## src/rtl/rv_pkg.sv

```systemverilog
// rv_pkg: RV32I/RV64I opcode constants and operand-usage helpers shared by
// decode and the ID/EX stage.
//   uses_rs1(op)  : instruction reads rs1
//   uses_rs2(op)  : instruction reads rs2
//   writes_rd(op) : instruction writes rd
package rv_pkg;

  localparam logic [6:0] OPC_LUI    = 7'b0110111;
  localparam logic [6:0] OPC_AUIPC  = 7'b0010111;
  localparam logic [6:0] OPC_JAL    = 7'b1101111;
  localparam logic [6:0] OPC_JALR   = 7'b1100111;
  localparam logic [6:0] OPC_BRANCH = 7'b1100011;
  localparam logic [6:0] OPC_LOAD   = 7'b0000011;
  localparam logic [6:0] OPC_STORE  = 7'b0100011;
  localparam logic [6:0] OPC_OPIMM  = 7'b0010011;
  localparam logic [6:0] OPC_OP     = 7'b0110011;

  function automatic logic uses_rs1(input logic [6:0] op);
    return (op == OPC_JALR)  || (op == OPC_BRANCH) || (op == OPC_LOAD) ||
           (op == OPC_STORE) || (op == OPC_OPIMM)  || (op == OPC_OP);
  endfunction

  function automatic logic uses_rs2(input logic [6:0] op);
    return (op == OPC_BRANCH) || (op == OPC_STORE) || (op == OPC_OP);
  endfunction

  function automatic logic writes_rd(input logic [6:0] op);
    return (op == OPC_LUI)  || (op == OPC_AUIPC) || (op == OPC_JAL)   ||
           (op == OPC_JALR) || (op == OPC_LOAD)  || (op == OPC_OPIMM) ||
           (op == OPC_OP);
  endfunction

endpackage

```

## src/rtl/fwd_sel.sv

```systemverilog
// fwd_sel: one source-operand bypass mux with hazard flag.
//   i_use            : operand is read by a valid ID instruction
//   i_rs             : source register index
//   i_{ex,me,wb}_wr  : stage holds a valid instruction that writes rd
//   i_{ex,me,wb}_rd  : destination register of that stage
//   i_{ex,me,wb}_data: value that stage would forward
//   i_rf_data        : register-file read data (fallback)
//   o_data           : selected operand, priority EX > ME > WB > RF
//   o_hazard         : a producer matches in a stage whose bypass is disabled
module fwd_sel #(
  parameter int XLEN   = 32,
  parameter bit FWD_EX = 1'b1,
  parameter bit FWD_ME = 1'b1,
  parameter bit FWD_WB = 1'b1
) (
  input  logic            i_use,
  input  logic [4:0]      i_rs,
  input  logic            i_ex_wr,
  input  logic [4:0]      i_ex_rd,
  input  logic [XLEN-1:0] i_ex_data,
  input  logic            i_me_wr,
  input  logic [4:0]      i_me_rd,
  input  logic [XLEN-1:0] i_me_data,
  input  logic            i_wb_wr,
  input  logic [4:0]      i_wb_rd,
  input  logic [XLEN-1:0] i_wb_data,
  input  logic [XLEN-1:0] i_rf_data,
  output logic [XLEN-1:0] o_data,
  output logic            o_hazard
);

  logic w_chk, w_ex_hit, w_me_hit, w_wb_hit;

  // x0 is hard-wired zero and never depends on a producer.
  assign w_chk    = i_use && (i_rs != 5'd0);
  assign w_ex_hit = w_chk && i_ex_wr && (i_ex_rd == i_rs);
  assign w_me_hit = w_chk && i_me_wr && (i_me_rd == i_rs);
  assign w_wb_hit = w_chk && i_wb_wr && (i_wb_rd == i_rs);

  always_comb begin
    o_data = i_rf_data;
    if (w_ex_hit && FWD_EX)      o_data = i_ex_data;
    else if (w_me_hit && FWD_ME) o_data = i_me_data;
    else if (w_wb_hit && FWD_WB) o_data = i_wb_data;
  end

  // Any match in a non-bypassed stage must wait for that producer to retire.
  assign o_hazard = (w_ex_hit && !FWD_EX) || (w_me_hit && !FWD_ME) ||
                    (w_wb_hit && !FWD_WB);

endmodule

```

## src/rtl/id_ex_pipe.sv

```systemverilog
// id_ex_pipe: ID/EX pipeline register with operand forwarding, hazard stall
// and a multi-cycle load-use stall FSM.
//   clock, reset       : rising-edge clock, async active-high reset
//   id_*               : decode-side instruction, operands, handshake
//   flush              : kill captured and incoming instruction
//   ex_ready           : EX consumes out_* this cycle
//   ex_*, me_*, wb_*   : producer info from later stages for bypass/hazards
//   out_*              : registered instruction and operands toward EX
//   stall              : hazard stall active
module id_ex_pipe
  import rv_pkg::*;
#(
  parameter int XLEN       = 32,
  parameter bit FWD_EX     = 1'b1,
  parameter bit FWD_ME     = 1'b1,
  parameter bit FWD_WB     = 1'b1,
  parameter int LOAD_STALL = 1
) (
  input  logic            clock,
  input  logic            reset,
  input  logic            id_valid,
  output logic            id_ready,
  input  logic [XLEN-1:0] id_pc,
  input  logic [31:0]     id_instr,
  input  logic [XLEN-1:0] id_rs1_val,
  input  logic [XLEN-1:0] id_rs2_val,
  input  logic [XLEN-1:0] id_imm,
  input  logic            flush,
  input  logic            ex_ready,
  input  logic            ex_valid,
  input  logic [31:0]     ex_instr,
  input  logic [XLEN-1:0] ex_alu_res,
  input  logic            me_valid,
  input  logic            me_wb_en,
  input  logic [4:0]      me_rd,
  input  logic [XLEN-1:0] me_data,
  input  logic            wb_wb_en,
  input  logic [4:0]      wb_rd,
  input  logic [XLEN-1:0] wb_data,
  output logic            out_valid,
  output logic [XLEN-1:0] out_pc,
  output logic [31:0]     out_instr,
  output logic [XLEN-1:0] out_rs1,
  output logic [XLEN-1:0] out_rs2,
  output logic [XLEN-1:0] out_imm,
  output logic            stall
);

  localparam logic [0:0] S_IDLE  = 1'b0;
  localparam logic [0:0] S_LU    = 1'b1;
  localparam logic [2:0] LS_INIT = 3'(LOAD_STALL - 1);

  logic [0:0]      r_state;
  logic [2:0]      r_cnt;
  logic            r_valid;
  logic [XLEN-1:0] r_pc, r_rs1, r_rs2, r_imm;
  logic [31:0]     r_instr;

  logic [6:0]      w_id_op, w_ex_op;
  logic [4:0]      w_rs1, w_rs2, w_ex_rd;
  logic            w_use1, w_use2;
  logic            w_ex_load, w_ex_wr, w_me_wr, w_wb_wr;
  logic            w_lu_det, w_haz1, w_haz2, w_hazard, w_stall, w_accept;
  logic [XLEN-1:0] w_op1, w_op2;

  assign w_id_op = id_instr[6:0];
  assign w_rs1   = id_instr[19:15];
  assign w_rs2   = id_instr[24:20];
  assign w_use1  = id_valid && uses_rs1(w_id_op);
  assign w_use2  = id_valid && uses_rs2(w_id_op);

  assign w_ex_op   = ex_instr[6:0];
  assign w_ex_rd   = ex_instr[11:7];
  assign w_ex_load = ex_valid && (w_ex_op == OPC_LOAD);
  // A load's ex_alu_res is its address, so loads are excluded from EX bypass
  // and handled by the load-use FSM instead.
  assign w_ex_wr   = ex_valid && writes_rd(w_ex_op) && !w_ex_load;
  assign w_me_wr   = me_valid && me_wb_en;
  assign w_wb_wr   = wb_wb_en;

  assign w_lu_det = w_ex_load && (w_ex_rd != 5'd0) &&
                    ((w_use1 && (w_rs1 == w_ex_rd)) ||
                     (w_use2 && (w_rs2 == w_ex_rd)));

  fwd_sel #(.XLEN(XLEN), .FWD_EX(FWD_EX), .FWD_ME(FWD_ME), .FWD_WB(FWD_WB))
  u_fwd_rs1 (
    .i_use(w_use1), .i_rs(w_rs1),
    .i_ex_wr(w_ex_wr), .i_ex_rd(w_ex_rd), .i_ex_data(ex_alu_res),
    .i_me_wr(w_me_wr), .i_me_rd(me_rd),   .i_me_data(me_data),
    .i_wb_wr(w_wb_wr), .i_wb_rd(wb_rd),   .i_wb_data(wb_data),
    .i_rf_data(id_rs1_val), .o_data(w_op1), .o_hazard(w_haz1)
  );

  fwd_sel #(.XLEN(XLEN), .FWD_EX(FWD_EX), .FWD_ME(FWD_ME), .FWD_WB(FWD_WB))
  u_fwd_rs2 (
    .i_use(w_use2), .i_rs(w_rs2),
    .i_ex_wr(w_ex_wr), .i_ex_rd(w_ex_rd), .i_ex_data(ex_alu_res),
    .i_me_wr(w_me_wr), .i_me_rd(me_rd),   .i_me_data(me_data),
    .i_wb_wr(w_wb_wr), .i_wb_rd(wb_rd),   .i_wb_data(wb_data),
    .i_rf_data(id_rs2_val), .o_data(w_op2), .o_hazard(w_haz2)
  );

  assign w_hazard = w_haz1 || w_haz2 || w_lu_det;
  // Gated by reset so stall/id_ready read 0 while reset is held.
  assign w_stall  = !reset && (w_hazard || (r_state == S_LU));
  assign id_ready = !reset && !w_stall && !flush && (!r_valid || ex_ready);
  assign w_accept = id_valid && id_ready;

  // The detect cycle stalls combinationally; LU then holds for LOAD_STALL
  // more cycles, each counted only when EX takes the bubble.
  always_ff @(posedge clock or posedge reset) begin
    if (reset) begin
      r_state <= S_IDLE;
      r_cnt   <= '0;
    end else if (flush) begin
      r_state <= S_IDLE;
      r_cnt   <= '0;
    end else begin
      case (r_state)
        S_IDLE: if (w_lu_det) begin
          r_state <= S_LU;
          r_cnt   <= LS_INIT;
        end
        S_LU: if (ex_ready) begin
          if (r_cnt == 3'd0) r_state <= S_IDLE;
          else               r_cnt   <= r_cnt - 3'd1;
        end
        default: r_state <= S_IDLE;
      endcase
    end
  end

  always_ff @(posedge clock or posedge reset) begin
    if (reset) begin
      r_valid <= 1'b0;
      r_pc    <= '0;
      r_instr <= '0;
      r_rs1   <= '0;
      r_rs2   <= '0;
      r_imm   <= '0;
    end else if (flush) begin
      r_valid <= 1'b0;
    end else if (r_valid && !ex_ready) begin
      r_valid <= r_valid;
    end else if (w_accept) begin
      r_valid <= 1'b1;
      r_pc    <= id_pc;
      r_instr <= id_instr;
      r_rs1   <= w_op1;
      r_rs2   <= w_op2;
      r_imm   <= id_imm;
    end else begin
      r_valid <= 1'b0;
      r_instr <= '0;
    end
  end

  assign out_valid = r_valid;
  assign out_pc    = r_pc;
  assign out_instr = r_instr;
  assign out_rs1   = r_rs1;
  assign out_rs2   = r_rs2;
  assign out_imm   = r_imm;
  assign stall     = w_stall;

endmodule

```

## config.mk

```make
export PLATFORM = sky130hd
export DESIGN_NAME = id_ex_pipe
export DESIGN_NICKNAME = d
export VERILOG_FILES = /design/src/rtl/rv_pkg.sv /design/src/rtl/fwd_sel.sv /design/src/rtl/id_ex_pipe.sv
export SDC_FILE = /design/constraint.sdc
export NUM_CORES = 1
export LEC_CHECK = 0
export CORE_AREA = 2 2 185 187
export DETAILED_ROUTE_END_ITERATION = 10
export DIE_AREA = 0 0 187 189
export GPL_TIMING_DRIVEN = 0
export PLACE_DENSITY_LB_ADDON = 0.08
export SETUP_SLACK_MARGIN = 0.3
export SLEW_MARGIN = 10
export SYNTH_ARGS = -nofsm -noshare
export SYNTH_HDL_FRONTEND = slang
export SYNTH_SLANG_ARGS = --single-unit
```

## constraint.sdc

```tcl
create_clock -name clock -period 7.6 [get_ports clock]
set_clock_uncertainty 0.2 [all_clocks]
set_input_delay 0.76 -clock clock [delete_from_list [all_inputs] [get_ports clock]]
set_output_delay 0.76 -clock clock [all_outputs]
set_load 0.05 [all_outputs]
```

==> results.json <==
{
  "maxCapViolCount": 0,
  "nNetsFinal": 1677,
  "postRouteAntennaNets": 0,
  "period_needed_ns": 4.68,
  "critical_path.slowest_cell": "sky130_fd_sc_hd__clkdlybuf4s50_1",
  "drc_errors": 0,
  "power_density_nw_per_um2": 217,
  "cp-end-kind": "primary output",
  "worst-r2r-cell-count": 8,
  "drt_wl_total_um": 42800,
  "grt_ovf": 0,
  "hold_viol": 0,
  "grt_setup_unrepaired": "no",
  "global_route.usage.total_pct": 24.0,
  "hold_path_startpoint": "out_rs1[21]",
  "cts_num_sinks": 165,
  "r2r-start": "out_valid",
  "cts_inserted_buffers": 17,
  "timing.critical_path.buf_inv": 2,
  "ys_top_cells_by_count": "165 x sky130_fd_sc_hd__dfrtp_1, 73 x sky130_fd_sc_hd__nor2_1, 70 x sky130_fd_sc_hd__nand2_1, 64 x sky130_fd_sc_hd__a21oi_1, 64 x sky130_fd_sc_hd__o211ai_1",
  "critPathRequiredTime_ns": 6.64,
  "worst_r2r_endpoint": "out_rs2[2]",
  "core.rowCount": 67,
  "yosys.area.top_type": "sky130_fd_sc_hd__dfrtp_1",
  "stdcell_area_um2": 15100,
  "clkTransAtPathRegs_ns": 0.06,
  "post_synth_num_cell_types": 54,
  "port_buffers": 446,
  "p_leak_nw": 6.03,
  "antenna_found_initial": 3,
  "holdPathStages": 1,
  "power_frac_seq_pct": 33.6,
  "min_to": "out_rs1[21]",
  "final_cell_count_without_fillers": 1830,
  "final-max-slew-violation-count": 0,
  "postCtsResizedCells": 0,
  "reg2reg_slack_ns": 4.82,
  "synth_warnings": 0,
  "max_slew_margin_pct": 29.5,
  "syn-num-nets": 1211,
  "route.detailed.vias_per_inst": 5.13,
  "clockBufferDepth": 2,
  "path_max_fanout": 5,
  "sw_frac_of_total_pct": 39.4,
  "cts_hold_buffers": 0,
  "insertion_delay_ns": 0.45,
  "sort_of_element_at_the_start_of_the_critical_path": "input port",
  "ir_drop_mv": 0.157,
  "worst_path_most_repeated_cell": "sky130_fd_sc_hd__clkdlybuf4s50_1",
  "via_count": 9381,
  "postSynth.asyncResetShare_pct": 100,
  "multi_input_area_um2": 4840,
  "syn_to_final_growth_pct": 59.2,
  "die_height_um": 189,
  "netlist_area_pre_place_um2": 9480,
  "postSynthAreaPerCell_um2": 10.5,
  "synth.top_cells.by_area": "sky130_fd_sc_hd__dfrtp_1 44%, sky130_fd_sc_hd__mux2_4 7.9%, sky130_fd_sc_hd__o211ai_1 5.1%",
  "worst_setup_slack_after_layout_ns": 2.92,
  "hold_path_class": "flop to flop",
  "dp_cells": 1797,
  "ctsHtreeMaxLevel": 4,
  "floorplan.core_area_um2": 33300,
  "grt_pass1_wl_um": 63600,
  "drt_iter0_markers": 506,
  "synth_top_area_share_pct": 43.5,
  "clk_root_buffer_cell": "sky130_fd_sc_hd__clkbuf_16",
  "total_of_endpoints_with_negative_setup_slack_in_the_final_report": 0,
  "routabilityCongestion": 0.849,
  "wl_per_cell_um": 23.4,
  "layout.filler_cells": 3264,
  "drt-pass1-iter-count": 5,
  "yosysSeqAreaShare_pct": 43.5,
  "final.period_utilization_pct": 61.6,
  "syn-instance-count": 902,
  "critical-path-top-delay-family": "simple AND/OR/NAND/NOR gates",
  "holdWs_ns": 0.285,
  "critical_path.startpoint": "id_instr[3]",
  "cp_cell_sequence": "clkdlybuf4s50_1 > and4b_1 > nand4b_1 > nor4_1 > o211ai_2 > nor2b_1 > nor2_1 > clkdlybuf4s50_1",
  "setup.worst_path.class": "input port to primary output",
  "initial_utilization_pct": 28.5,
  "cts_tree": "done",
  "postCtsSetupBuffers": 0,
  "grt_pass1_vias": 9892,
  "synth-seq-cells": 165,
  "share_comb_of_total_power_pct": 40.8,
  "final_layout_size_suffix_gt1_share_pct": 11.7,
  "post-synth-top-count-cell": "sky130_fd_sc_hd__dfrtp_1",
  "max_freq_ghz": 0.214,
  "die_w_um": 187,
  "detailedPlacementHpwl_um": 32500,
  "synth_edf_count": 0,
  "cp_slowest_stage_delay_ns": 0.84,
  "tightest_slew_ns": 1.05,
  "total_i_o_pin_count": 470,
  "post-place-ws_ns": 2.86,
  "grt_start_max_net_pins": 87,
  "clockPowerShare_pct": 25.6,
  "net-switching-power_w": 0.00129,
  "internal_power_w": 0.00199,
  "ff_latch_area_um2": 4130,
  "die-area_um2": 35300,
  "post_dp_cell_area_um2": 14500,
  "synth_ff_type": "sky130_fd_sc_hd__dfrtp_1",
  "outcome": "complete, no violations",
  "worstPathArrival_ns": 3.72
}
## sequential cells by signal, indices dropped and copies added (netlist names)
signal / cells
out_instr: 32
out_valid: 1
out_imm: 32
r_state: 1
out_rs2: 32
out_rs1: 32
out_pc: 32
r_cnt: 3
## layer usage
metal  global-route usage, %  routed length, um  part of all wire (%)
met5                       0                 39                 0.091
met1                    29.1              17700                    41
met4                    5.74                738                   1.7
met2                    41.3              21100                    49
met3                    7.73               3310                   7.7
## power groups by stage
stage,Combinational [W],Clock (W),Sequential [W]
floorplan,0.000281,0,0.00161
global placement,0.00134,0,0.00111
detailed placement,0.00134,0,0.00111
CTS,0.00135,0.000864,0.00110
global route,0.00139,0.000904,0.00112
finish,0.00134,0.000840,0.00110
## layout by cell type (no fill, tap or decap), types with 31 or more instances in the layout
cell type,n
sky130_fd_sc_hd__a211o_1,32
sky130_fd_sc_hd__a21oi_1,64
sky130_fd_sc_hd__a22o_1,31
sky130_fd_sc_hd__a31oi_1,34
sky130_fd_sc_hd__clkbuf_1,60
sky130_fd_sc_hd__clkdlybuf4s50_1,446
sky130_fd_sc_hd__dfrtp_1,165
sky130_fd_sc_hd__mux2_4,50
sky130_fd_sc_hd__mux2i_1,32
sky130_fd_sc_hd__nand2_1,70
sky130_fd_sc_hd__nand4_1,36
sky130_fd_sc_hd__nor2_1,73
sky130_fd_sc_hd__o211ai_1,64
sky130_fd_sc_hd__o2bb2ai_1,34
## logic make-up after synthesis
family,after synthesis,synth area share [%]
AO/OA/AOI/OAI,299,24.5
XOR/XNOR,30,2.77
adder cells (fa/ha/maj),2,0.264
buffers and inverters,98,5.38
flip-flops,165,43.5
multiplexers,96,13.0
AND/OR/NAND/NOR,212,10.6
## worst max-delay path by stage
stage	to	slack (ns)	cells past startpoint
global placement	out_rs1[23]	-0.92	2
CTS	stall	2.86	8
detailed placement	stall	2.86	8
global route	stall	2.74	8
finish	stall	2.92	8
floorplan	out_imm[0]	2.18	1
## area by class of cell
| type | count | share of cell area (%) |
|---|---|---|
| Buffer | 94 | 3.28 |
| Sequential cell | 165 | 27.4 |
| Multi-Input combinational cell | 639 | 32.1 |
| Tap cell | 448 | 3.71 |
| Antenna cell | 1 | 0.0166 |
| Inverter | 4 | 0.149 |
| Clock inverter | 15 | 0.812 |
| Clock buffer | 17 | 2.82 |
| Timing Repair Buffer | 447 | 29.8 |
## metrics by stage
stage | TNS (ns) | utilization, % | power, W
floorplan | 0 | - | 0.00189
global placement | -148.68 | 43.6 | 0.00245
detailed placement | 0 | 43.7 | 0.00246
CTS | 0 | 45.3 | 0.00331
global route | 0 | 45.3 | 0.00341
finish | 0 | 45.4 | 0.00328
Power figures use the tool's default switching activity.
